[src/rtl/ddr_event_pkg.sv]
// Shared AXI constants and the reader FSM state type.
// Latency: n/a (declarations only).
// Backpressure: n/a.
package ddr_event_pkg;

  localparam logic [1:0] BURST_INCR  = 2'b01;
  localparam logic [1:0] RESP_OKAY   = 2'b00;
  localparam int         BOUNDARY_4K = 4096;
  localparam int         ID_W        = 3;

  typedef enum logic [1:0] {
    ST_IDLE  = 2'd0,
    ST_ISSUE = 2'd1,
    ST_DRAIN = 2'd2
  } state_t;

endpackage

[src/rtl/ddr_burst_splitter.sv]
// Burst sizer: blen = min(remain, MAX_BURST, beats left before the next 4 KB boundary).
// Latency: purely combinational.
// Backpressure: none; the caller holds addr/remain stable while the burst is pending.
// Ports: addr = low 12 bits of the beat-aligned byte address, remain = beats still
//        to request, blen = beats for the next INCR burst (never 0 when remain != 0).
module ddr_burst_splitter
  import ddr_event_pkg::*;
#(
  parameter int DATA_W    = 64,
  parameter int MAX_BURST = 64
) (
  input  logic [11:0] addr,
  input  logic [15:0] remain,
  output logic [15:0] blen
);

  localparam int SIZE = $clog2(DATA_W / 8);

  logic [12:0] to_4k;
  logic [12:0] to_4k_beats;

  always_comb begin
    // 4096 - offset is in 1..4096, so 13 bits are enough.
    to_4k       = 13'(BOUNDARY_4K) - {1'b0, addr};
    to_4k_beats = to_4k >> SIZE;
    blen        = 16'(MAX_BURST);
    if (remain < blen) blen = remain;
    if ({3'b000, to_4k_beats} < blen) blen = {3'b000, to_4k_beats};
  end

endmodule

[src/rtl/ddr_event_reader.sv]
// AXI4 read master: fetches one event buffer from DDR and streams it as AXI4-Stream.
// Latency: R -> AXIS is a zero-cycle pass-through; AR is registered (one burst in flight on AR).
// Backpressure: m_axis_tready drives m_axi_rready directly; AR stalls at MAX_OUTST bursts.
// Ports: cmd_* (start address / beat count, accepted only in IDLE), m_axi_ar* / m_axi_r*
//        (AXI4 read channels), m_axis_* (output stream, tlast on the final beat of the command),
//        done (pulse after the final beat), rd_err (sticky non-OKAY response flag).
// Optional: define DDR_EVENT_READER_STATS_EN to add stat_bursts / stat_stall counters.
module ddr_event_reader
  import ddr_event_pkg::*;
#(
  parameter int ADDR_W    = 34,
  parameter int DATA_W    = 64,
  parameter int MAX_BURST = 64,
  parameter int MAX_OUTST = 4,
  parameter int AXI_ID    = 0
) (
  input  logic              aclk,
  input  logic              aresetn,
  input  logic [ADDR_W-1:0] cmd_addr,
  input  logic [15:0]       cmd_nbeats,
  input  logic              cmd_valid,
  output logic              cmd_ready,
  output logic [ADDR_W-1:0] m_axi_araddr,
  output logic [7:0]        m_axi_arlen,
  output logic [2:0]        m_axi_arsize,
  output logic [1:0]        m_axi_arburst,
  output logic [ID_W-1:0]   m_axi_arid,
  output logic              m_axi_arvalid,
  input  logic              m_axi_arready,
  input  logic [DATA_W-1:0] m_axi_rdata,
  input  logic [1:0]        m_axi_rresp,
  input  logic              m_axi_rlast,
  input  logic [ID_W-1:0]   m_axi_rid,
  input  logic              m_axi_rvalid,
  output logic              m_axi_rready,
  output logic [DATA_W-1:0] m_axis_tdata,
  output logic              m_axis_tvalid,
  output logic              m_axis_tlast,
  input  logic              m_axis_tready,
  output logic              done,
  output logic              rd_err
`ifdef DDR_EVENT_READER_STATS_EN
  ,
  output logic [15:0]       stat_bursts,
  output logic [31:0]       stat_stall
`endif
);

  localparam int SIZE    = $clog2(DATA_W / 8);
  localparam int OUTST_W = $clog2(MAX_OUTST + 1);

  state_t             state, state_nxt;
  logic               ar_vld;
  logic [ADDR_W-1:0]  addr_q;
  logic [15:0]        ar_remain;
  logic [15:0]        r_remain;
  logic [15:0]        blen;
  logic [15:0]        blen_q;
  logic [7:0]         arlen_q;
  logic [OUTST_W-1:0] outst;

  logic cmd_acc, ar_hs, r_hs, last_hs;
  logic unused_rid;

  assign cmd_acc = cmd_valid & cmd_ready;
  assign ar_hs   = ar_vld & m_axi_arready;
  assign r_hs    = m_axi_rvalid & m_axis_tready;
  assign last_hs = r_hs & (r_remain == 16'd1);

  // Interleaving is never requested (single ID), so rid carries no information.
  assign unused_rid = ^m_axi_rid;

  ddr_burst_splitter #(
    .DATA_W    (DATA_W),
    .MAX_BURST (MAX_BURST)
  ) u_split (
    .addr   (addr_q[11:0]),
    .remain (ar_remain),
    .blen   (blen)
  );

  // State register
  always_ff @(posedge aclk or negedge aresetn) begin
    if (!aresetn) state <= ST_IDLE;
    else          state <= state_nxt;
  end

  // Next-state logic
  always_comb begin
    state_nxt = state;
    unique case (state)
      ST_IDLE:  if (cmd_valid && cmd_nbeats != 16'd0) state_nxt = ST_ISSUE;
      ST_ISSUE: if (ar_hs && ar_remain == blen_q) state_nxt = ST_DRAIN;
      // r_remain==0 only guards against a stray extra beat having drained the count.
      ST_DRAIN: if (last_hs || r_remain == 16'd0) state_nxt = ST_IDLE;
      default:  state_nxt = ST_IDLE;
    endcase
  end

  // Outputs
  always_comb begin
    cmd_ready     = (state == ST_IDLE);
    m_axi_arvalid = ar_vld;
  end

  assign m_axi_araddr  = addr_q;   // addr_q only advances on the AR handshake
  assign m_axi_arlen   = arlen_q;
  assign m_axi_arsize  = 3'(SIZE);
  assign m_axi_arburst = BURST_INCR;
  assign m_axi_arid    = ID_W'(AXI_ID);
  assign m_axi_rready  = m_axis_tready;
  assign m_axis_tdata  = m_axi_rdata;
  assign m_axis_tvalid = m_axi_rvalid;
  assign m_axis_tlast  = m_axi_rvalid & (r_remain == 16'd1);

  // Datapath: address/beat bookkeeping, AR register, status flags
  always_ff @(posedge aclk or negedge aresetn) begin
    if (!aresetn) begin
      ar_vld    <= 1'b0;
      addr_q    <= '0;
      ar_remain <= '0;
      r_remain  <= '0;
      blen_q    <= '0;
      arlen_q   <= '0;
      outst     <= '0;
      done      <= 1'b0;
      rd_err    <= 1'b0;
    end else begin
      done <= 1'b0;
      if (cmd_acc) begin
        addr_q    <= cmd_addr;
        ar_remain <= cmd_nbeats;
        r_remain  <= cmd_nbeats;
        rd_err    <= 1'b0;
        done      <= (cmd_nbeats == 16'd0);
      end else begin
        if (ar_hs) begin
          ar_vld    <= 1'b0;
          addr_q    <= addr_q + (ADDR_W'(blen_q) << SIZE);
          ar_remain <= ar_remain - blen_q;
        end else if (state == ST_ISSUE && !ar_vld &&
                     outst < OUTST_W'(MAX_OUTST) && ar_remain != 16'd0) begin
          ar_vld  <= 1'b1;
          blen_q  <= blen;
          arlen_q <= 8'(blen - 16'd1);
        end
        if (r_hs) begin
          if (r_remain != 16'd0)       r_remain <= r_remain - 16'd1;
          if (m_axi_rresp != RESP_OKAY) rd_err   <= 1'b1;
          if (last_hs)                 done     <= 1'b1;
        end
      end
      // A burst issued and another retired in the same cycle cancel out.
      unique case ({ar_hs, r_hs & m_axi_rlast})
        2'b10:   outst <= outst + 1'b1;
        2'b01:   if (outst != '0) outst <= outst - 1'b1;
        default: outst <= outst;
      endcase
    end
  end

`ifdef DDR_EVENT_READER_STATS_EN
  // Per-command statistics, saturating.
  always_ff @(posedge aclk or negedge aresetn) begin
    if (!aresetn) begin
      stat_bursts <= '0;
      stat_stall  <= '0;
    end else if (cmd_acc) begin
      stat_bursts <= '0;
      stat_stall  <= '0;
    end else begin
      if (ar_hs && stat_bursts != '1) stat_bursts <= stat_bursts + 16'd1;
      if (m_axis_tvalid && !m_axis_tready && stat_stall != '1) stat_stall <= stat_stall + 32'd1;
    end
  end
`endif

endmodule

[config.mk]
export PLATFORM = sky130hd
export DESIGN_NAME = ddr_event_reader
export DESIGN_NICKNAME = d
export VERILOG_FILES = /design/src/rtl/ddr_event_pkg.sv /design/src/rtl/ddr_burst_splitter.sv /design/src/rtl/ddr_event_reader.sv
export SDC_FILE = /design/constraint.sdc
export NUM_CORES = 1
export LEC_CHECK = 0
export CORE_MARGIN = 5
export CORE_UTILIZATION = 47
export DETAILED_ROUTE_END_ITERATION = 10
export PLACE_DENSITY = 0.87
export SYNTH_ARGS = -nofsm -noshare
export SYNTH_HDL_FRONTEND = slang
export SYNTH_SLANG_ARGS = --single-unit
[constraint.sdc]
create_clock -name aclk -period 4.99 [get_ports aclk]
set_input_delay 0.7485 -clock aclk [delete_from_list [all_inputs] [get_ports aclk]]
set_output_delay 0.7485 -clock aclk [all_outputs]
set_load 0.03 [all_outputs]
==> flow_summary.toml, run 1 <==
[status]
status = "finished clean"

[worst_setup_path]
worstPathCellList = "nor4_1 -> nand3b_1 -> nor3_1 -> xnor2_1 -> ha_1 -> nand2_1 -> nor4_1 -> a2111oi_4 -> nor2_1 -> a21oi_1 -> ha_1 -> inv_1 -> or3_1 -> nand3_1 -> o211ai_1 -> o21ai_0 -> o21ai_0"
crit_slowest_cell = "dfrtp_1"
rr_worst_depth = 17
cp.depth = 17
cp.required_ns = 5.19
startpoint_type = "register"
timing.critical_path.buf_inv = 1
cp_max_fo = 10
critical_path_class = "register to register"
arrival_ns = 4.45
crit_family = "simple AND/OR/NAND/NOR gates"
end_kind = "register"
critPathMaxStageDelay_ns = 0.51

[sta]
maxSlewViolCount = 0
setup_viol = 0
setup_tns_ns = 0
worst_slack_ns = 0.741
finalClockSkew_ns = 0.00946
worst_pin_slew_ns = 0.842
finalHoldViolCount = 0
rsz0062_at_grt = "no"
min_period_over_period = 0.851
relSlewSlack = 0.437
max_freq_mhz = 235
fin_crit_ns = 4.25

[die]
die_h_um = 135
ios = 247
initial_core_util = 0.479
row_count = 45
die_area_mm2 = 0.0181
coreArea_mm2 = 0.0152
fp.dieW_um = 135

[logic_synthesis]
synthXorXnorAreaFrac = 0.0685
synth_top_family_by_area = "simple AND/OR/NAND/NOR gates"
async_reset_ff_frac = 1.00
syn_inst = 880
synth_largest_area_cell = "dfrtp_1"
synth_edf_count = 0
yosys-mux-area-fraction = 0.0146
ys_ff_latch = 98
netlist.area_leader.share = 0.336
synth_compound_area_frac = 0.184
yosysWarnings = 0
ys_seq_area_frac = 0.336
syn_avg_cell_area_um2 = 8.28
synthAdderAreaFrac = 0.0821
synth_area_leaders = "dfrtp_1, buf_4, ha_1, nand2_1, a21oi_1"
synth_cell_types = 66
synth-simple-area-share = 0.200
synth_area_mm2 = 0.00729
yosys_most_used_dff = "dfrtp_1"

[placed_design]
dp_hpwl_um = 14400
gp_congestion = 0.950
port-buffer-count = 107
place_ws_ns = 0.833

[route]
routed_wirelength_um = 18800
ant_nets = 0
drtIter0Drc = 420
vias = 6288
drc = 0
firstDrtPassIters = 5
vias_per_cell = 5.70
wl_per_cell_um = 17.1

[final_layout]
fillers = 1368
final_cell_mix = "clkdlybuf4s50_1, nand2_1, dfrtp_1"
post-route-util = 0.545
drive_above_1_share = 0.0437
diodes = 0
nets = 1083
area_growth_pct = 13.6
final_common_cell = "clkdlybuf4s50_1"

[hold_path]
hp-class = "input pin to async pin"

[job]
max-cap-violations = 0

[pwr]
p_int_uw = 2640
leakagePower_uw = 0.00350
ir_drop_v = 0.000293
combinationalPowerShare = 0.580
swShare = 0.456
power_density_mw_per_mm2 = 586
pwr-share-seq = 0.287
switchingPower_uw = 2210
pwr-share-clk = 0.133

[clock_network]
clock_latency_ns = 0.35
cts_max_path_buffers = 2
h-tree-depth = 3
numCtsBuffers = 9
cts_root_buffer = "clkbuf_16"
cts_hold_buffers = 0
cts_resized = 0
cts_tree = "yes"
postCtsSetupBuffers = 0
cts_sinks = 98
clk_pin_slew_worst_paths_ns = 0.06

[grt]
grt_use_total = 0.207
grt_antenna_before_repair = 0
grt_pass1_wl_um = 30300
grt.overflow.total = 0
grt_pass1_vias = 6095
grt_max_degree = 51
## registers in the layout, indices dropped and copies added, names as in the netlist
signal / count
done: 1
state: 2
r_remain: 16
blen_q: 16
outst: 3
m_axi_arlen: 8
ar_remain: 16
m_axi_araddr: 34
rd_err: 1
m_axi_arvalid: 1
## through the flow
| stage | std cells | cell area (um2) | hold slack (ns) | total power, uW |
|---|---|---|---|---|
| 3_5_place_dp | 1088 | 8020 | 0.468 | 4180 |
| 6_report | 1103 | 8280 | 0.425 | 4850 |
| 2_1_floorplan | 889 | 7320 | 0.453 | 3500 |
| 5_1_grt | 1103 | 8280 | 0.489 | 5230 |
| 3_3_place_gp | 1088 | 8020 | 0.467 | 4090 |
| 4_1_cts | 1103 | 8280 | 0.445 | 4850 |
## kinds of logic after synthesis
family,count (synthesis)
AOI/OAI and AO/OA,212
xor gates and xnor gates,57
adders and majority gates,46
buffers and inverters,144
DFF,98
muxes,10
other,2
and+or+nand+nor,311
## power groups by stage
stage / Combinational, uW / Clock, uW / Sequential (uW)
floorplan: 2010 / 0 / 1490
global placement: 2700 / 0 / 1390
global route: 3120 / 682 / 1430
detailed placement: 2780 / 0 / 1400
CTS: 2800 / 656 / 1390
finish: 2810 / 645 / 1390
## Yosys cell counts, types with 16 or more instances
library cell and n:
nor3_1 25, and3_1 17, dfrtp_1 98, nand2_1 101, buf_4 74, nor4_1 16
a21oi_1 71, clkbuf_1 23, ha_1 43, xor2_1 17, nor2_1 76, inv_1 38
o21ai_0 45, nand3_1 26, xnor2_1 40
## worst register-to-register path, stage by stage, from the launching register on
cell and delay (ns):
dfrtp_1 0.51, nor4_1 0.41, nand3b_1 0.26, nor3_1 0.33, xnor2_1 0.19, ha_1 0.28, nand2_1 0.09, nor4_1 0.07
a2111oi_4 0.45, nor2_1 0.10, a21oi_1 0.18, ha_1 0.32, inv_1 0.12, or3_1 0.36, nand3_1 0.10, o211ai_1 0.10
o21ai_0 0.14, o21ai_0 0.08
## final cells by class
type                            count  area [um2]  share of cell area
Inverter                           39         146              0.0177
Timing Repair Buffer              116        1140               0.137
Clock inverter                      4        28.8             0.00348
Clock buffer                       11         233              0.0281
Sequential cell                    98        2450               0.296
Tap cell                          188         235              0.0284
Multi-Input combinational cell    647        4050               0.489
## final timing paths
check / startpoint / to / slack [ns]
setup / recovery: m_axi_araddr[6] / m_axi_arlen[4] / 0.74
hold / removal: aresetn / m_axi_arlen[2] / 0.43
setup reg to reg: m_axi_araddr[6] / m_axi_arlen[4] / 0.74
hold reg to reg: m_axi_arlen[0] / m_axi_arlen[0] / 0.48
max in group asynchronous: aresetn / rd_err / 3.49
min in group aclk: m_axi_arlen[0] / m_axi_arlen[0] / 0.48
## per-layer routing
layer  vias up  global-route usage  share of wire
met5         -                   0              0
met4         0              0.0848          0.031
met3        35              0.0466          0.062
met2       214               0.345           0.48
met1      2984               0.261           0.43
li1       3055                   -              -
Note: power is estimated with default switching activity, not from simulation.
==> run 2, diff against run 1 <==
--- a/config.mk
+++ b/config.mk
@@ -5,7 +5,7 @@
 export SDC_FILE = /design/constraint.sdc
 export NUM_CORES = 1
 export LEC_CHECK = 0
-export CORE_MARGIN = 5
+export CORE_ASPECT_RATIO = 1.1
 export CORE_UTILIZATION = 47
 export DETAILED_ROUTE_END_ITERATION = 10
 export PLACE_DENSITY = 0.87
==> flow_summary.toml, run 2 (synthesis gave the netlist of run 1 again) <==
[clock_network]
numCtsBuffers = 9
h-tree-depth = 3
cts_max_path_buffers = 2
clk_pin_slew_worst_paths_ns = 0.07
clock_latency_ns = 0.36
cts_root_buffer = "clkbuf_16"
cts_hold_buffers = 0
cts_sinks = 98
cts_tree = "yes"
postCtsSetupBuffers = 0
cts_resized = 0

[die]
fp.dieW_um = 121
coreArea_mm2 = 0.0151
initial_core_util = 0.482
ios = 247
row_count = 47
die_h_um = 133
die_area_mm2 = 0.0160

[pwr]
ir_drop_v = 0.000218
swShare = 0.456
power_density_mw_per_mm2 = 588
pwr-share-clk = 0.141
leakagePower_uw = 0.00350
switchingPower_uw = 2220
p_int_uw = 2660
combinationalPowerShare = 0.573
pwr-share-seq = 0.286

[worst_setup_path]
cp.required_ns = 5.29
arrival_ns = 4.90
critical_path_class = "register to register"
end_kind = "register"
cp_max_fo = 8
startpoint_type = "register"

[route]
vias_per_cell = 5.74
routed_wirelength_um = 18100
ant_nets = 0
wl_per_cell_um = 16.3
vias = 6367
firstDrtPassIters = 5
drc = 0
drtIter0Drc = 411

[sta]
finalHoldViolCount = 0
worst_pin_slew_ns = 0.906
relSlewSlack = 0.396
finalClockSkew_ns = 0.00752
fin_crit_ns = 4.60
min_period_over_period = 0.921
max_freq_mhz = 218
setup_viol = 0
maxSlewViolCount = 0
setup_tns_ns = 0
rsz0062_at_grt = "no"

[final_layout]
nets = 1081
final_common_cell = "clkdlybuf4s50_1"
largest_reg_flops = 34
area_growth_pct = 13.9
final_cell_mix = "clkdlybuf4s50_1, nand2_1, dfrtp_1"
drive_above_1_share = 0.0449
fin_area_mm2 = 0.00830
diodes = 0

[placed_design]
dp_hpwl_um = 13500
placed_cell_area_mm2 = 0.00801
gp_congestion = 0.900
port-buffer-count = 107

[status]
status = "finished clean"

[grt]
grt_pass1_vias = 6229
grt.overflow.total = 0
grt_use_total = 0.235
grt_pass1_wl_um = 30000
grt_antenna_before_repair = 0
grt_max_degree = 71

[job]
max-cap-violations = 0

[hold_path]
hp-class = "register to register"
[run 2: worst max-delay path, cell delays in order (launching register included)]
cell	delay (ns)
dfrtp_1	0.48
nor4_1	0.66
nand3b_1	0.33
nor3_1	0.32
xnor2_1	0.19
ha_1	0.27
nand2_1	0.09
nor4_1	0.08
a2111oi_4	0.47
nor2_1	0.10
a21oi_1	0.21
ha_1	0.34
inv_1	0.11
or3_1	0.36
nor4_1	0.18
mux2i_1	0.12
o211ai_2	0.09
o21a_1	0.13
[run 2: metrics by stage]
stage	std cells	worst slack [ns]	utilization	hold WS [ns]	power, uW
4_1_cts	1110	0.410	0.549	0.491	4870
5_1_grt	1110	0.0133	0.549	0.503	5260
6_report	1110	0.393	0.549	0.488	4880
3_3_place_gp	1094	0.589	0.530	0.461	4070
2_1_floorplan	889	0.854	-	0.453	3500
3_5_place_dp	1094	0.469	0.530	0.475	4160
[run 2: layout make-up]
cell class / count / area (um2)
fillers: 1358 / 6810
multi-input cells: 647 / 4050
flip-flops and latches: 98 / 2450
repair buffers: 114 / 1120
well taps: 196 / 245
clock buffers: 10 / 239
inverters: 39 / 146
clock inverters: 6 / 51.3
[run 2: power groups by stage]
stage	sequential, uW	combinational (uW)	clock (uW)
floorplan	1490	2010	0
global placement	1390	2680	0
detailed placement	1400	2750	0
CTS	1390	2770	700
global route	1440	3100	730
finish	1400	2790	689
[run 2: layer usage]
| layer | global-route usage | share of wire | up-vias |
|---|---|---|---|
| met5 | 0 | 0 | - |
| met4 | 0.116 | 0.032 | 0 |
| met3 | 0.0405 | 0.059 | 47 |
| met2 | 0.388 | 0.49 | 225 |
| met1 | 0.296 | 0.42 | 3023 |
| li1 | - | - | 3072 |
[run 2: path summary, 6_finish.rpt]
kind / startpoint / end / slack [ns] / cells past startpoint
worst min register to register: m_axi_arlen[4] / m_axi_arlen[4] / 0.49 / 2
worst max-delay path: m_axi_araddr[3] / m_axi_arlen[6] / 0.39 / 17
worst min-delay path: m_axi_arlen[4] / m_axi_arlen[4] / 0.49 / 2
min in group asynchronous: aresetn / m_axi_araddr[10] / 0.53 / 1
max in group asynchronous: aresetn / blen_q[6] / 3.52 / 2
worst max register to register: m_axi_araddr[3] / m_axi_arlen[6] / 0.39 / 17
==> run 3, diff against run 2 <==
--- a/config.mk
+++ b/config.mk
@@ -6,9 +6,9 @@
 export NUM_CORES = 1
 export LEC_CHECK = 0
 export CORE_ASPECT_RATIO = 1.1
-export CORE_UTILIZATION = 47
+export CORE_UTILIZATION = 25
 export DETAILED_ROUTE_END_ITERATION = 10
-export PLACE_DENSITY = 0.87
+export PLACE_DENSITY = 0.54
 export SYNTH_ARGS = -nofsm -noshare
 export SYNTH_HDL_FRONTEND = slang
 export SYNTH_SLANG_ARGS = --single-unit
==> flow_summary.toml, run 3 (synthesis gave the netlist of run 1 again) <==
[pwr]
swShare = 0.458
pwr-share-clk = 0.134
switchingPower_uw = 2250
p_int_uw = 2660
power_uw = 4910
power_density_mw_per_mm2 = 577
pwr-share-seq = 0.282
ir_drop_v = 0.000296
leakagePower_uw = 0.00351
combinationalPowerShare = 0.585

[route]
wl_per_cell_um = 16.2
firstDrtPassIters = 5
vias = 6155
drc = 0
vias_per_cell = 4.79
routed_wirelength_um = 20700
drtIter0Drc = 438
ant_nets = 0

[final_layout]
post-route-util = 0.297
final_cell_mix = "clkdlybuf4s50_1, nand2_1, dfrtp_1"
nets = 1085
diodes = 0
largest_reg_flops = 34
final_common_cell = "clkdlybuf4s50_1"
fillers = 3072
area_growth_pct = 16.9
fin_area_mm2 = 0.00852
drive_above_1_share = 0.0459

[worst_setup_path]
crit_family = "simple AND/OR/NAND/NOR gates"
rr_worst_depth = 17
critPathMaxStageDelay_ns = 0.55
crit_slowest_cell = "nor4_1"
r2r_slack_ns = 0.41
arrival_ns = 4.87
startpoint_type = "register"
cp_max_fo = 8
worstReg2RegStart = "m_axi_araddr[4]"
r2r_end = "m_axi_arlen[6]"
worstPathCellList = "nor4_1 -> nand3b_1 -> nor3_1 -> xnor2_1 -> ha_1 -> nand2_1 -> nor4_1 -> a2111oi_4 -> nor2_1 -> a21oi_1 -> ha_1 -> inv_1 -> or3_1 -> nor4_1 -> mux2i_1 -> o211ai_2 -> o21a_1"
timing.critical_path.buf_inv = 1
cp_common_cell = "nor4_1"
cp.required_ns = 5.28
end_kind = "register"
critical_path_class = "register to register"

[sta]
finalClockSkew_ns = 0.00675
max_freq_mhz = 218
setup_viol = 0
setup_tns_ns = 0
min_period_over_period = 0.918
maxSlewViolCount = 0
finalHoldViolCount = 0
whs_ns = 0.479
rsz0062_at_grt = "no"
relSlewSlack = 0.327
worst_pin_slew_ns = 1.01
fin_crit_ns = 4.58

[status]
status = "finished clean"

[die]
die_area_mm2 = 0.0298
coreArea_mm2 = 0.0287
initial_core_util = 0.254
fp.dieW_um = 165
row_count = 65
ios = 247
die_h_um = 181

[clock_network]
cts_tree = "yes"
postCtsSetupBuffers = 0
cts_root_buffer = "clkbuf_16"
cts_resized = 0
clk_pin_slew_worst_paths_ns = 0.07
h-tree-depth = 3
clock_latency_ns = 0.35
cts_max_path_buffers = 2
cts_sinks = 98
numCtsBuffers = 9
cts_hold_buffers = 0

[hold_path]
hp-class = "register to register"
whs_path_depth = 2
min_to = "m_axi_arlen[1]"
hp-start = "m_axi_arlen[1]"

[grt]
grt_antenna_before_repair = 0
grt_pass1_vias = 5965
grt.overflow.total = 0
grt_use_total = 0.142
grt_pass1_wl_um = 32800
grt_max_degree = 66

[placed_design]
gp_congestion = 0.841
port-buffer-count = 107
placed_cell_area_mm2 = 0.00826
dp_hpwl_um = 15700

[job]
max-cap-violations = 0
-- run 3: worst reg2reg max path, cell delays in order (launching register included) --
cell and delay, ns:
dfrtp_1 0.49, nor4_1 0.55, nand3b_1 0.29, nor3_1 0.30, xnor2_1 0.20, ha_1 0.28
nand2_1 0.10, nor4_1 0.08, a2111oi_4 0.53, nor2_1 0.10, a21oi_1 0.19, ha_1 0.32
inv_1 0.12, or3_1 0.36, nor4_1 0.24, mux2i_1 0.15, o211ai_2 0.10, o21a_1 0.13
-- run 3: final cells by class --
class	instances	area (um2)	area share
clock buffer	11	243	0.0285
clock inverter	3	17.5	0.00206
inverter	39	146	0.0172
multi-input combinational	647	4050	0.475
sequential	98	2450	0.288
tap	368	460	0.0541
timing repair buffer	118	1150	0.135
-- run 3: worst max-delay path by stage --
| stage | slack, ns | end | start | cells after the start |
|---|---|---|---|---|
| after floorplan | 0.85 | m_axi_arlen[6] | m_axi_araddr[3] | 18 |
| after detailed placement | 0.49 | m_axi_arlen[6] | m_axi_araddr[4] | 17 |
| after global placement | 0.62 | m_axi_arlen[6] | m_axi_araddr[4] | 17 |
| after global routing | 0.03 | m_axi_arlen[6] | m_axi_araddr[4] | 17 |
| final | 0.41 | m_axi_arlen[6] | m_axi_araddr[4] | 17 |
| after CTS | 0.43 | m_axi_arlen[6] | m_axi_araddr[4] | 17 |
-- run 3: routing by layer --
| metal | GRT usage | vias to the layer above | wire, um |
|---|---|---|---|
| met3 | 0.0223 | 18 | 891 |
| li1 | - | 3062 | - |
| met4 | 0.0330 | 0 | 250 |
| met1 | 0.197 | 2945 | 9910 |
| met2 | 0.227 | 130 | 9690 |
| met5 | 0 | - | 0 |
-- run 3: power groups by stage --
stage	Clock, uW	Sequential (uW)	Combinational, uW
final	657	1380	2870
after global routing	709	1430	3210
after CTS	679	1380	2860
after detailed placement	0	1400	2850
after global placement	0	1390	2820
after floorplan	0	1490	2010
-- run 3: per-stage QoR --
step | instances | setup WS (ns)
global placement | 1270 | 0.618
detailed placement | 1270 | 0.494
global route | 1284 | 0.0254
finish | 1284 | 0.412
CTS | 1284 | 0.429
floorplan | 889 | 0.854
==> variant (flow settings as in run 2) <==
The option `DDR_EVENT_READER_STATS_EN` is turned on by a define.
--- a/src/rtl/ddr_event_reader.sv
+++ b/src/rtl/ddr_event_reader.sv
@@ -5,6 +5,8 @@
 //        (AXI4 read channels), m_axis_* (output stream, tlast on the final beat of the command),
 //        done (pulse after the final beat), rd_err (sticky non-OKAY response flag).
 // Optional: define DDR_EVENT_READER_STATS_EN to add stat_bursts / stat_stall counters.
+`define DDR_EVENT_READER_STATS_EN
+
 module ddr_event_reader
   import ddr_event_pkg::*;
 #(
Behaviour (old outputs only; new: stat_bursts and stat_stall): unchanged (equiv_simple and equiv_induct, registers matched by name and starting in step).
==> variant against run 2 <==
  * The run now ends with DRC left
  * Hold slack got worse by 250 ps
  * Area after synthesis grew 32%
  * Die area rose by 31%
  * Final area rose by 38%
  * Synthesized cell count grew 28%
  * Total power up 34%
  * Routed wire length increased by 36%
  * Clock skew increased by 3.8 ps
  * Sequential cell count rose by 48
  * Setup slack worse by 110 ps
  * First-iteration DRC count up 18%
  * Sequential power up 44%
  * Critical path type unchanged
  * Critical endpoint is now m_axi_arlen[4]$_DFFE_PN0P_
  * Largest power group unchanged
==> variant: results (changes against run 2) <==
Detailed routing
  – DR top layer: met5
  – Drt total wl: 24,630 um (+36%)
  – DR iter-0 viols: 485 (+18%)
  – Initial DRT Pass Iterations: 8 (+3)
  – Vias per cell: 5.744 (+0.15%)
  – DRT met1 WL: 10,150 um (+32%)
  – Drt drc: 31 (+31)
  – Routed wl met2: 11,980 um (+36%)
  – WL met3: 1537 um (+45%)

Cells and area
  – # diodes: 0 (unchanged)
  – Fillers: 1,727 (+27%)
  – Fin cells: 1,467 (+32%)
  – Max reg flops: 34 (unchanged)
  – Share of layout cells above drive strength 1: 5.185% (+0.70 points)

Synth
  – Post-synthesis xor/xnor area fraction: 8.773% (+1.9 points)
  – Main flop type after synthesis: dfrtp_1
  – Synthesized instance count: 1,126 (+28%)
  – Compound-gate portion of the synthesized area: 14.86% (-3.5 points)
  – Sequential share of the synthesized area: 38.12% (+4.5 points)
  – Largest cells by area after synthesis: dfrtp_1 38%, ha_1 5.9%, buf_4 5.8%
  – Adder-cell share of the synthesized area: 6.501% (-1.7 points)
  – Post-synthesis mux area share: 0.5352% (-0.92 points)
  – Distinct cells, synth: 64 (-3.0%)
  – Post-synth top cells: 146 x dfrtp_1, 129 x nor2_1, 115 x nand2_1

Worst hold path
  – Hold Path Class: in -> async

Critical path
  – Critical path's largest stage delay: 680 ps (+20 ps)
  – CP max FO: 26 (+18)
  – Crit path max-delay cell type: or4_1
  – Worst Path Arrival: 4990 ps (+90 ps)
  – R2R depth: 16 (-1)

GRT
  – Number of global-route vias before repair: 8,318 (+34%)
  – First-pass GRT wire length: 40,130 um (+34%)
  – Global Route met3 Usage: 5.720% (+1.7 points)
  – Total GRT Usage: 23.89% (+0.38 points)
  – Largest net degree at the start of global routing: 60 (-15%)
  – Routing usage on met1: 27.80% (-1.8 points)
  – Antenna violations before repair: 1 (+1)
  – Gr ovfl total: 0 (unchanged)
  – GR Util met2: 41.22% (+2.4 points)

Placed design
  – Gpl congestion: 0.9328 (+3.6%)
  – Dpl cells: 1,435 (+31%)
  – DPL Wire Length: 17,910 um (+33%)
  – DP Area: 10,840 um^2 (+35%)
  – Buffers on Ports: 155 (+45%)
  – Dpl ws: 261.6 ps (-207.7 ps)

Pwr
  – Peak VDD IR: 0.3602 mV (+65%)
  – LEAKAGE: 4.740 nW (+35%)

Outcome
  – Outcome: finished with violations
  – Failing checks: DRC

Timing
  – Clock Skew: 11.37 ps (+3.848 ps)
  – Worst slew pin tran: 824.4 ps (-81.92 ps)

Clock tree
  – CTS Buf Count: 17 (+8)
  – CTS H-tree lvls: 4 (+1)
  – Clk buf depth: 2 (unchanged)
  – Worst-Skew Late Latency: 430 ps (+70 ps)
  – Clk Tree Root Cell: clkbuf_16
-- variant: changes by cell type in the layout (fill, tap and decap cells not counted), sizes merged, moves of 14 or more --
cell,delta
clkdlybuf4s50,+48
dfrtp,+48
nand2,+14
nor2,+53
o21ai,+19
xnor2,+22
xor2,+17
-- variant: worst paths after layout --
path	from	to	slack, ps
max	m_axi_araddr[3]$_DFFE_PN0N_	m_axi_arlen[4]$_DFFE_PN0P_	290
min	aresetn	m_axi_araddr[4]$_DFFE_PN0N_	240
max reg2reg	m_axi_araddr[3]$_DFFE_PN0N_	m_axi_arlen[4]$_DFFE_PN0P_	290
min reg2reg	state[1]$_DFFE_PN0P_	state[0]$_DFFE_PN0P_	480
max in group asynchronous	aresetn	blen_q[13]$_DFFE_PN0P_	3640
min in group aclk	state[1]$_DFFE_PN0P_	state[0]$_DFFE_PN0P_	480
-- variant: worst max-delay path, delay by kind of cell (launching register included) --
| family | cells | cell delay [ps] |
|---|---|---|
| fa+ha+maj | 2 | 650 |
| simple gates | 8 | 2150 |
| compound gates | 5 | 1180 |
| flops | 1 | 460 |
| xor+xnor | 1 | 110 |
-- variant: repair_timing --
action	in CTS	in global routing
buffers inserted	0	0
resized for setup	0	1
endpoints found under the setup margin	0	2
-- variant: final cells by class --
| type | count | area [um^2] | area share [%] |
|---|---|---|---|
| inverters | 35 | 131.4 | 1.149 |
| well taps | 252 | 315.3 | 2.757 |
| clock inverters | 15 | 163.9 | 1.433 |
| clock buffers | 17 | 425.4 | 3.720 |
| repair buffers | 164 | 1620 | 14.17 |
| flip-flops and latches | 146 | 3654 | 31.94 |
| multi-input cells | 838 | 5127 | 44.83 |
-- variant: power breakdown --
part	switching [mW]	internal [mW]
registers	0.475	1.53
logic	1.84	1.42
clock network	0.581	0.713
